## src/rtl/ctrl_pipe_decoder_if.sv

```systemverilog
// Bus between the instruction register / hazard unit (master) and the
// pipelined control decoder (slave).
interface ctrl_pipe_decoder_if #(
  parameter int ILL_CNT_W = 8
);
  logic                 id_valid;
  logic [6:0]           op;
  logic                 stall;
  logic                 flush;
  logic [2:0]           id_imm_src;
  logic                 ex_valid;
  logic [1:0]           ex_alu_op;
  logic                 ex_alu_a_pc;
  logic                 ex_alu_b_imm;
  logic                 ex_branch;
  logic                 ex_jump;
  logic                 ex_jalr;
  logic                 ex_illegal;
  logic                 mem_valid;
  logic                 mem_write;
  logic                 mem_read;
  logic                 wb_valid;
  logic                 wb_reg_write;
  logic [1:0]           wb_result_src;
  logic [ILL_CNT_W-1:0] ill_count;

  modport master (
    output id_valid, op, stall, flush,
    input  id_imm_src, ex_valid, ex_alu_op, ex_alu_a_pc, ex_alu_b_imm,
           ex_branch, ex_jump, ex_jalr, ex_illegal, mem_valid, mem_write,
           mem_read, wb_valid, wb_reg_write, wb_result_src, ill_count
  );

  modport slave (
    input  id_valid, op, stall, flush,
    output id_imm_src, ex_valid, ex_alu_op, ex_alu_a_pc, ex_alu_b_imm,
           ex_branch, ex_jump, ex_jalr, ex_illegal, mem_valid, mem_write,
           mem_read, wb_valid, wb_reg_write, wb_result_src, ill_count
  );
endinterface

```

## src/rtl/ctrl_pipe_decoder.sv

```systemverilog
// RV32I main-control decoder: decodes the opcode in ID and carries the control
// bundle through ID/EX, EX/MEM and MEM/WB with stall, flush and bubble handling.
module ctrl_pipe_decoder #(
  parameter bit EN_JALR   = 1'b1,
  parameter bit EN_AUIPC  = 1'b1,
  parameter int ILL_CNT_W = 8
) (
  input logic              clk,
  input logic              rst_n,
  ctrl_pipe_decoder_if.slave bus
);

  localparam logic [6:0] OP_R     = 7'b0110011;
  localparam logic [6:0] OP_I     = 7'b0010011;
  localparam logic [6:0] OP_LD    = 7'b0000011;
  localparam logic [6:0] OP_ST    = 7'b0100011;
  localparam logic [6:0] OP_BR    = 7'b1100011;
  localparam logic [6:0] OP_JAL   = 7'b1101111;
  localparam logic [6:0] OP_JALR  = 7'b1100111;
  localparam logic [6:0] OP_LUI   = 7'b0110111;
  localparam logic [6:0] OP_AUIPC = 7'b0010111;

  typedef struct packed {
    logic       valid;
    logic [1:0] alu_op;
    logic       a_pc;
    logic       b_imm;
    logic       branch;
    logic       jump;
    logic       jalr;
    logic       illegal;
    logic       mem_write;
    logic       mem_read;
    logic       reg_write;
    logic [1:0] res_src;
  } ex_ctrl_t;

  typedef struct packed {
    logic       valid;
    logic       mem_write;
    logic       mem_read;
    logic       reg_write;
    logic [1:0] res_src;
  } mem_ctrl_t;

  typedef struct packed {
    logic       valid;
    logic       reg_write;
    logic [1:0] res_src;
  } wb_ctrl_t;

  ex_ctrl_t             dec;
  logic [2:0]           imm_src;
  ex_ctrl_t             ex_q;
  mem_ctrl_t            mem_q;
  wb_ctrl_t             wb_q;
  logic [ILL_CNT_W-1:0] ill_cnt_q;

  // An illegal opcode decodes to a bundle with only the illegal bit set, so it
  // travels as a bubble that still flags EX for one cycle.
  always_comb begin
    dec     = '0;
    imm_src = 3'b000;
    case (bus.op)
      OP_R: begin
        dec.valid = 1'b1; dec.alu_op = 2'b10; dec.reg_write = 1'b1;
      end
      OP_I: begin
        dec.valid = 1'b1; dec.alu_op = 2'b11; dec.b_imm = 1'b1; dec.reg_write = 1'b1;
      end
      OP_LD: begin
        dec.valid = 1'b1; dec.b_imm = 1'b1; dec.mem_read = 1'b1;
        dec.reg_write = 1'b1; dec.res_src = 2'b01;
      end
      OP_ST: begin
        dec.valid = 1'b1; dec.b_imm = 1'b1; dec.mem_write = 1'b1; imm_src = 3'b001;
      end
      OP_BR: begin
        dec.valid = 1'b1; dec.alu_op = 2'b01; dec.branch = 1'b1; imm_src = 3'b010;
      end
      OP_JAL: begin
        dec.valid = 1'b1; dec.jump = 1'b1; dec.reg_write = 1'b1;
        dec.res_src = 2'b10; imm_src = 3'b011;
      end
      OP_JALR: begin
        if (EN_JALR) begin
          dec.valid = 1'b1; dec.b_imm = 1'b1; dec.jump = 1'b1; dec.jalr = 1'b1;
          dec.reg_write = 1'b1; dec.res_src = 2'b10;
        end else begin
          dec.illegal = 1'b1;
        end
      end
      OP_LUI: begin
        dec.valid = 1'b1; dec.reg_write = 1'b1; dec.res_src = 2'b11; imm_src = 3'b100;
      end
      OP_AUIPC: begin
        if (EN_AUIPC) begin
          dec.valid = 1'b1; dec.a_pc = 1'b1; dec.b_imm = 1'b1;
          dec.reg_write = 1'b1; imm_src = 3'b100;
        end else begin
          dec.illegal = 1'b1;
        end
      end
      default: dec.illegal = 1'b1;
    endcase
  end

  always_ff @(posedge clk) begin
    if (!rst_n) begin
      ex_q  <= '0;
      mem_q <= '0;
      wb_q  <= '0;
    end else begin
      if (bus.stall || bus.flush || !bus.id_valid)
        ex_q <= '0;
      else
        ex_q <= dec;

      if (bus.flush)
        mem_q <= '0;
      else
        mem_q <= '{valid: ex_q.valid, mem_write: ex_q.mem_write, mem_read: ex_q.mem_read,
                   reg_write: ex_q.reg_write, res_src: ex_q.res_src};

      wb_q <= '{valid: mem_q.valid, reg_write: mem_q.reg_write, res_src: mem_q.res_src};
    end
  end

  always_ff @(posedge clk) begin
    if (!rst_n)
      ill_cnt_q <= '0;
    else if (ex_q.illegal && (ill_cnt_q != {ILL_CNT_W{1'b1}}))
      ill_cnt_q <= ill_cnt_q + 1'b1;
  end

  assign bus.id_imm_src    = imm_src;
  assign bus.ex_valid      = ex_q.valid;
  assign bus.ex_alu_op     = ex_q.alu_op;
  assign bus.ex_alu_a_pc   = ex_q.a_pc;
  assign bus.ex_alu_b_imm  = ex_q.b_imm;
  assign bus.ex_branch     = ex_q.branch;
  assign bus.ex_jump       = ex_q.jump;
  assign bus.ex_jalr       = ex_q.jalr;
  assign bus.ex_illegal    = ex_q.illegal;
  assign bus.mem_valid     = mem_q.valid;
  assign bus.mem_write     = mem_q.mem_write;
  assign bus.mem_read      = mem_q.mem_read;
  assign bus.wb_valid      = wb_q.valid;
  assign bus.wb_reg_write  = wb_q.reg_write;
  assign bus.wb_result_src = wb_q.res_src;
  assign bus.ill_count     = ill_cnt_q;

endmodule

```

## src/flat_wrapper.sv

```systemverilog
// flat-port wrapper written by rule: the top's interface ports become plain ports
module ctrl_pipe_decoder_flat 
#(
  parameter bit EN_JALR   = 1'b1,
  parameter bit EN_AUIPC  = 1'b1,
  parameter int ILL_CNT_W = 8
)
  (clk, rst_n, bus_id_valid, bus_op, bus_stall, bus_flush, bus_id_imm_src, bus_ex_valid, bus_ex_alu_op, bus_ex_alu_a_pc, bus_ex_alu_b_imm, bus_ex_branch, bus_ex_jump, bus_ex_jalr, bus_ex_illegal, bus_mem_valid, bus_mem_write, bus_mem_read, bus_wb_valid, bus_wb_reg_write, bus_wb_result_src, bus_ill_count);
  ctrl_pipe_decoder_if #(.ILL_CNT_W(ILL_CNT_W)) bus_i ();
  input logic clk;
  input logic rst_n;
  input wire logic [$bits(bus_i.id_valid)-1:0] bus_id_valid;
  input wire logic [$bits(bus_i.op)-1:0] bus_op;
  input wire logic [$bits(bus_i.stall)-1:0] bus_stall;
  input wire logic [$bits(bus_i.flush)-1:0] bus_flush;
  output wire logic [$bits(bus_i.id_imm_src)-1:0] bus_id_imm_src;
  output wire logic [$bits(bus_i.ex_valid)-1:0] bus_ex_valid;
  output wire logic [$bits(bus_i.ex_alu_op)-1:0] bus_ex_alu_op;
  output wire logic [$bits(bus_i.ex_alu_a_pc)-1:0] bus_ex_alu_a_pc;
  output wire logic [$bits(bus_i.ex_alu_b_imm)-1:0] bus_ex_alu_b_imm;
  output wire logic [$bits(bus_i.ex_branch)-1:0] bus_ex_branch;
  output wire logic [$bits(bus_i.ex_jump)-1:0] bus_ex_jump;
  output wire logic [$bits(bus_i.ex_jalr)-1:0] bus_ex_jalr;
  output wire logic [$bits(bus_i.ex_illegal)-1:0] bus_ex_illegal;
  output wire logic [$bits(bus_i.mem_valid)-1:0] bus_mem_valid;
  output wire logic [$bits(bus_i.mem_write)-1:0] bus_mem_write;
  output wire logic [$bits(bus_i.mem_read)-1:0] bus_mem_read;
  output wire logic [$bits(bus_i.wb_valid)-1:0] bus_wb_valid;
  output wire logic [$bits(bus_i.wb_reg_write)-1:0] bus_wb_reg_write;
  output wire logic [$bits(bus_i.wb_result_src)-1:0] bus_wb_result_src;
  output wire logic [$bits(bus_i.ill_count)-1:0] bus_ill_count;
  assign bus_i.id_valid = bus_id_valid;
  assign bus_i.op = bus_op;
  assign bus_i.stall = bus_stall;
  assign bus_i.flush = bus_flush;
  assign bus_id_imm_src = bus_i.id_imm_src;
  assign bus_ex_valid = bus_i.ex_valid;
  assign bus_ex_alu_op = bus_i.ex_alu_op;
  assign bus_ex_alu_a_pc = bus_i.ex_alu_a_pc;
  assign bus_ex_alu_b_imm = bus_i.ex_alu_b_imm;
  assign bus_ex_branch = bus_i.ex_branch;
  assign bus_ex_jump = bus_i.ex_jump;
  assign bus_ex_jalr = bus_i.ex_jalr;
  assign bus_ex_illegal = bus_i.ex_illegal;
  assign bus_mem_valid = bus_i.mem_valid;
  assign bus_mem_write = bus_i.mem_write;
  assign bus_mem_read = bus_i.mem_read;
  assign bus_wb_valid = bus_i.wb_valid;
  assign bus_wb_reg_write = bus_i.wb_reg_write;
  assign bus_wb_result_src = bus_i.wb_result_src;
  assign bus_ill_count = bus_i.ill_count;
  ctrl_pipe_decoder #(.EN_JALR(EN_JALR), .EN_AUIPC(EN_AUIPC), .ILL_CNT_W(ILL_CNT_W)) u_core (.clk(clk), .rst_n(rst_n), .bus(bus_i));
endmodule
```

## config.mk

```make
export PLATFORM = sky130hd
export DESIGN_NAME = ctrl_pipe_decoder_flat
export DESIGN_NICKNAME = d
export VERILOG_FILES = /design/src/rtl/ctrl_pipe_decoder_if.sv /design/src/rtl/ctrl_pipe_decoder.sv /design/src/flat_wrapper.sv
export SDC_FILE = /design/constraint.sdc
export NUM_CORES = 1
export LEC_CHECK = 0
export ABC_CLOCK_PERIOD_IN_PS = 1300
export BUFFER_PORTS_ARGS = -buffer_cell sky130_fd_sc_hd__buf_4
export CAP_MARGIN = 20
export CORE_MARGIN = 2
export CORE_UTILIZATION = 44
export CTS_CLUSTER_DIAMETER = 200
export DETAILED_ROUTE_END_ITERATION = 8
export PLACE_DENSITY = 0.73
export SLEW_MARGIN = 20
export SYNTH_ARGS = -nofsm -noshare
export SYNTH_HDL_FRONTEND = slang
export SYNTH_SLANG_ARGS = --single-unit
```

## constraint.sdc

```tcl
create_clock -name clk -period 1.3 [get_ports clk]
set_input_delay 0.26 -clock clk [delete_from_list [all_inputs] [get_ports clk]]
set_output_delay 0.26 -clock clk [all_outputs]
set_load 0.05 [all_outputs]
```

Yosys cells after proc, flatten, opt, wreduce, memory -nomap -nowiden
Index checks and enable logic that the tools add are counted.
Operators by class
  equality and inequality tests: 10
  add/sub/neg operators: 1
  multiplexer cells: 13
  bitwise gates (word level): 1
  reduce and logical (&&, ||, !) cells: 11
Operators with widths (count)
  $eq A7 B6 Y1 const B: 3
  $eq A7 B7 Y1 const B: 3
  $eq A7 B5 Y1 const B: 2
  $pmux W2 S3: 2
  $pmux W3 S4: 1
  $mux W1: 10
  $reduce_or A9 Y1: 1
  $add A8 B1 Y8 const B: 1
  $ne A8 B8 Y1 const B: 1
  $reduce_or A2 Y1: 4
  $eq A7 B2 Y1 const B: 1
  $reduce_or A7 Y1: 1
  $reduce_or A5 Y1: 1
  $logic_or A1 B1 Y1: 2
  $logic_and A1 B1 Y1: 1
  $logic_not A1 Y1: 1
  $not A1 Y1: 1
Storage, ports and cells
  input port bits: 12
  word-level logic and storage cells: 57
  flip-flop bits (word level): 32

Depth between registers and ports, before layout
  depth in word-level cells: 3
  mapped depth: 5

Least setup slack after synthesis
OpenSTA, ideal clock, no wires.
  path kind: input-to-reg
  start: in bus_op[3]
  end: reg u_core.ex_q[0] (netlist bit)
  path buffers: 1
  setup slack: -1227 ps
  cell stages on the path: 4
  library setup time: 70 ps
  arrival: 2457 ps
  cells stage by stage: clkbuf_1 nor4_1 nand2_1 a21oi_1
Between the ends
  word-level cells in the longest chain between the ends: 3
RTL lines
  start: declaration: RTL line flat_wrapper.sv:13  | input wire logic [$bits(bus_i.op)-1:0] bus_op;
  $eq A7 B7 Y1: RTL line ctrl_pipe_decoder.sv:64  | case (bus.op)
  $reduce_or A2 Y1 (no source line)
  $pmux W2 S3 *: RTL line ctrl_pipe_decoder.sv:64
  end signal: assignment: RTL line ctrl_pipe_decoder.sv:110  | ex_q <= '0;
  end signal: assignment: RTL line ctrl_pipe_decoder.sv:115  | ex_q <= '0;
  end signal: assignment: RTL line ctrl_pipe_decoder.sv:117  | ex_q <= dec;
  end: declaration: RTL line ctrl_pipe_decoder.sv:54  | ex_ctrl_t ex_q;
Every way passes the cells marked *; elsewhere a longest branch is shown, timed or not.
A chain may end at the register's enable or synchronous reset.

Worst setup path after layout
  start: in bus_op[6]
  end: out bus_id_imm_src[0]
Between the ends
  word-level cells in the longest chain between the ends: 3
RTL lines
  $eq A7 B6 Y1 or $eq A7 B5 Y1 (tied branches): RTL line ctrl_pipe_decoder.sv:64
  $reduce_or A2 Y1 (no source line)
  $pmux W3 S4 *: RTL line ctrl_pipe_decoder.sv:64
  end: declaration: RTL line flat_wrapper.sv:16  | output wire logic [$bits(bus_i.id_imm_src)-1:0] bus_id_imm_src;
Marks and branches as above.

==> flow_summary.json <==
{
  "wl_per_cell_um": 11.7,
  "grtUsageTotal_pct": 16.9,
  "first_iter_violations": 19,
  "grt_pass1_wl_um": 4020,
  "p_int_w": 0.00127,
  "post-synth-top-count-cell": "dfxtp_1",
  "worstPathMaxFanout": 2,
  "place_congestion": 0.831,
  "cts_tree": "yes",
  "grt_max_degree": 13,
  "comb_power_share_pct": 10.3,
  "cts_buffers": 5,
  "multiInputGateArea_um2": 618,
  "critPathLaunch": "bus_op[6]",
  "p_switching_w": 0.000395,
  "hold_class": "input port to flip-flop",
  "syn_nets": 142,
  "ys_seq_area_share_pct": 52.7,
  "p_clk_share_pct": 30.9,
  "ys_types": 35,
  "postLayoutCellArea_mm2": 0.00183,
  "slew_viol_final": 0,
  "die-area_mm2": 0.00320,
  "ant_nets": 0,
  "via_count": 1076,
  "synth_area_mm2": 0.00121,
  "setup_ws_ns": -0.100,
  "finalPower_w": 0.00166,
  "rsz0062_at_grt": "yes",
  "status": "finished with violations",
  "swShare_pct": 23.7,
  "period_minus_slack_ns": 1.40,
  "grt-ovfl-total": 0,
  "layout.nets": 200,
  "die_width_um": 56.5,
  "ys_top_cells_by_area": "dfxtp_1, and2_1, a21oi_1, nor2_1, nor3_1",
  "grt_pass1_vias": 971,
  "reg2reg_from": "u_core.bus.ill_count[1]",
  "ir_drop_mv": 0.890,
  "worstMarginPinSlew_ns": 0.268,
  "min_from": "rst_n",
  "initial_core_util_pct": 45.2,
  "synth_ff_type": "dfxtp_1",
  "finalHoldViolCount": 0,
  "clockBufferDepth": 2,
  "worstPathArrival_ns": 1.14,
  "crit_type": "input port to output port",
  "ctsHoldBuffers": 0,
  "grt_antenna_before_repair": 0,
  "yosys_register_bits": 32,
  "viasPerCell": 4.91,
  "p_leak_nw": 0.773,
  "fin_worst_skew_ns": 0.00867,
  "setup_viol": 1,
  "violations": "negative setup slack",
  "worstPathRequired_ns": 1.04,
  "placed_area_mm2": 0.00170,
  "rows": 19,
  "relSlewSlack_pct": 82.0,
  "fmaxAchievable_mhz": 714,
  "coreArea_mm2": 0.00269,
  "start_kind": "input port",
  "regArea_um2": 662,
  "ys_warn_count": 0,
  "synth_top_area_share_pct": 52.7,
  "seqPwrFrac_pct": 58.8,
  "synth-edff-count": 0,
  "avgSynthCellArea_um2": 9.42,
  "synth-async-reset-ratio_pct": 0,
  "synth.top_cells.by_count": "dfxtp_1, nor2_1, and2_1",
  "diodes": 0,
  "htree_levels": 2,
  "numPortBuffers": 38,
  "synthCells": 129,
  "power.density_mw_per_mm2": 907,
  "n_fill_cell": 227,
  "io_pins": 39,
  "cts.sinks": 32,
  "maxCapViolations": 0,
  "final_util_pct": 68.3,
  "drive_above_1_share_pct": 47.9,
  "firstDrtPassIters": 4,
  "yosysTopAreaCell": "dfxtp_1",
  "die_h_um": 56.5,
  "dp_hpwl_um": 1870,
  "routed_wl_um": 2570,
  "period_share_pct": 108,
  "dpl_worst_slack_ns": -0.145,
  "cts.reportedPaths.clkPinSlew_ns": 0.09,
  "cts_root_buf": "clkbuf_4",
  "drc": 0,
  "endpoint_kind": "output port",
  "area_growth_pct": 51.0,
  "clk_latency_ns": 0.32
}
final timing paths:
kind / to / slack [ns] / cells after the start
setup / recovery: bus_id_imm_src[0] / -0.10 / 4
hold / removal: u_core.bus.wb_valid / 0.19 / 2
setup reg to reg: u_core.bus.ill_count[5] / 0.05 / 4
hold reg to reg: u_core.mem_q[1] / 0.43 / 1
final cells by class:
| class | count | share of cell area (%) |
|---|---|---|
| Inverter | 1 | 0.205 |
| Clock inverter | 1 | 0.273 |
| Timing Repair Buffer | 57 | 25.2 |
| Sequential cell | 32 | 36.1 |
| Clock buffer | 7 | 2.46 |
| Multi-Input combinational cell | 90 | 33.7 |
| Tap cell | 31 | 2.11 |
through the flow:
stage / cells / hold slack (ns) / TNS [ns]
floorplan: 129 / 0.336 / -0.771
global placement: 206 / 0.413 / -0.151
detailed placement: 206 / 0.416 / -0.190
CTS: 216 / 0.181 / -0.102
global route: 219 / 0.166 / -0.153
finish: 219 / 0.189 / -0.100
worst max-delay path: stages:
cell	delay [ns]
buf_6	0.09
or3_4	0.38
a211oi_4	0.22
buf_6	0.19
registers in the layout (all words and copies together), names as in the netlist, 2 cells and up:
name                      count
u_core.bus.wb_result_src      2
u_core.mem_q                  3
u_core.bus.ill_count          8
u_core.bus.ex_alu_op          2
u_core.ex_q                   5
logic make-up (layout without fill, tap and decap cells):
logic type | Yosys count | after routing | synth area share [%]
DFF | 32 | 32 | 52.7
adders and majority gates | 1 | 1 | 1.03
and+or+nand+nor | 63 | 63 | 29.2
xor gates and xnor gates | 4 | 4 | 2.88
buffers and inverters | 7 | 66 | 2.99
AOI/OAI and AO/OA | 21 | 21 | 10.3
muxes | 1 | 1 | 0.824
layout by cell type (no fill, tap or decap), types with 2 or more instances in the layout:
cell       n
nand4_1    2
buf_4     49
nor2_1    11
nor2b_1    2
clkbuf_1   2
o21ai_0    4
clkbuf_4   5
dfxtp_4    4
nand2_1    4
dfxtp_2    5
xor2_1     3
and2_1    10
nor3_1     6
nor3b_1    2
buf_6      7
nand2b_1   4
nand3_1    6
nand2_2    2
dfxtp_1   23
a21oi_1    9
routing by layer:
layer	track usage, %	vias to the layer above	wire, µm
met5	0	-	0
met4	7.14	0	41
met3	7.83	5	134
met2	28.9	28	1360
met1	17.5	487	1040
li1	-	556	-
timing repair:
action | CTS | global route
endpoints found under the hold margin | 0 | 0
pin swaps | 1 | 7
resized for setup | 7 | 6
gates cloned | 0 | 0
setup endpoints to repair | 3 | 7
buffers inserted | 2 | 3
power by group through the flow:
| stage | combinational [W] | clock, W | sequential, W |
|---|---|---|---|
| floorplan | 0.0000822 | 0 | 0.00101 |
| global placement | 0.000150 | 0 | 0.00100 |
| detailed placement | 0.000154 | 0 | 0.00100 |
| CTS | 0.000163 | 0.000531 | 0.000979 |
| global route | 0.000184 | 0.000596 | 0.000980 |
| finish | 0.000172 | 0.000514 | 0.000979 |
(Power assumes the default switching activity.)
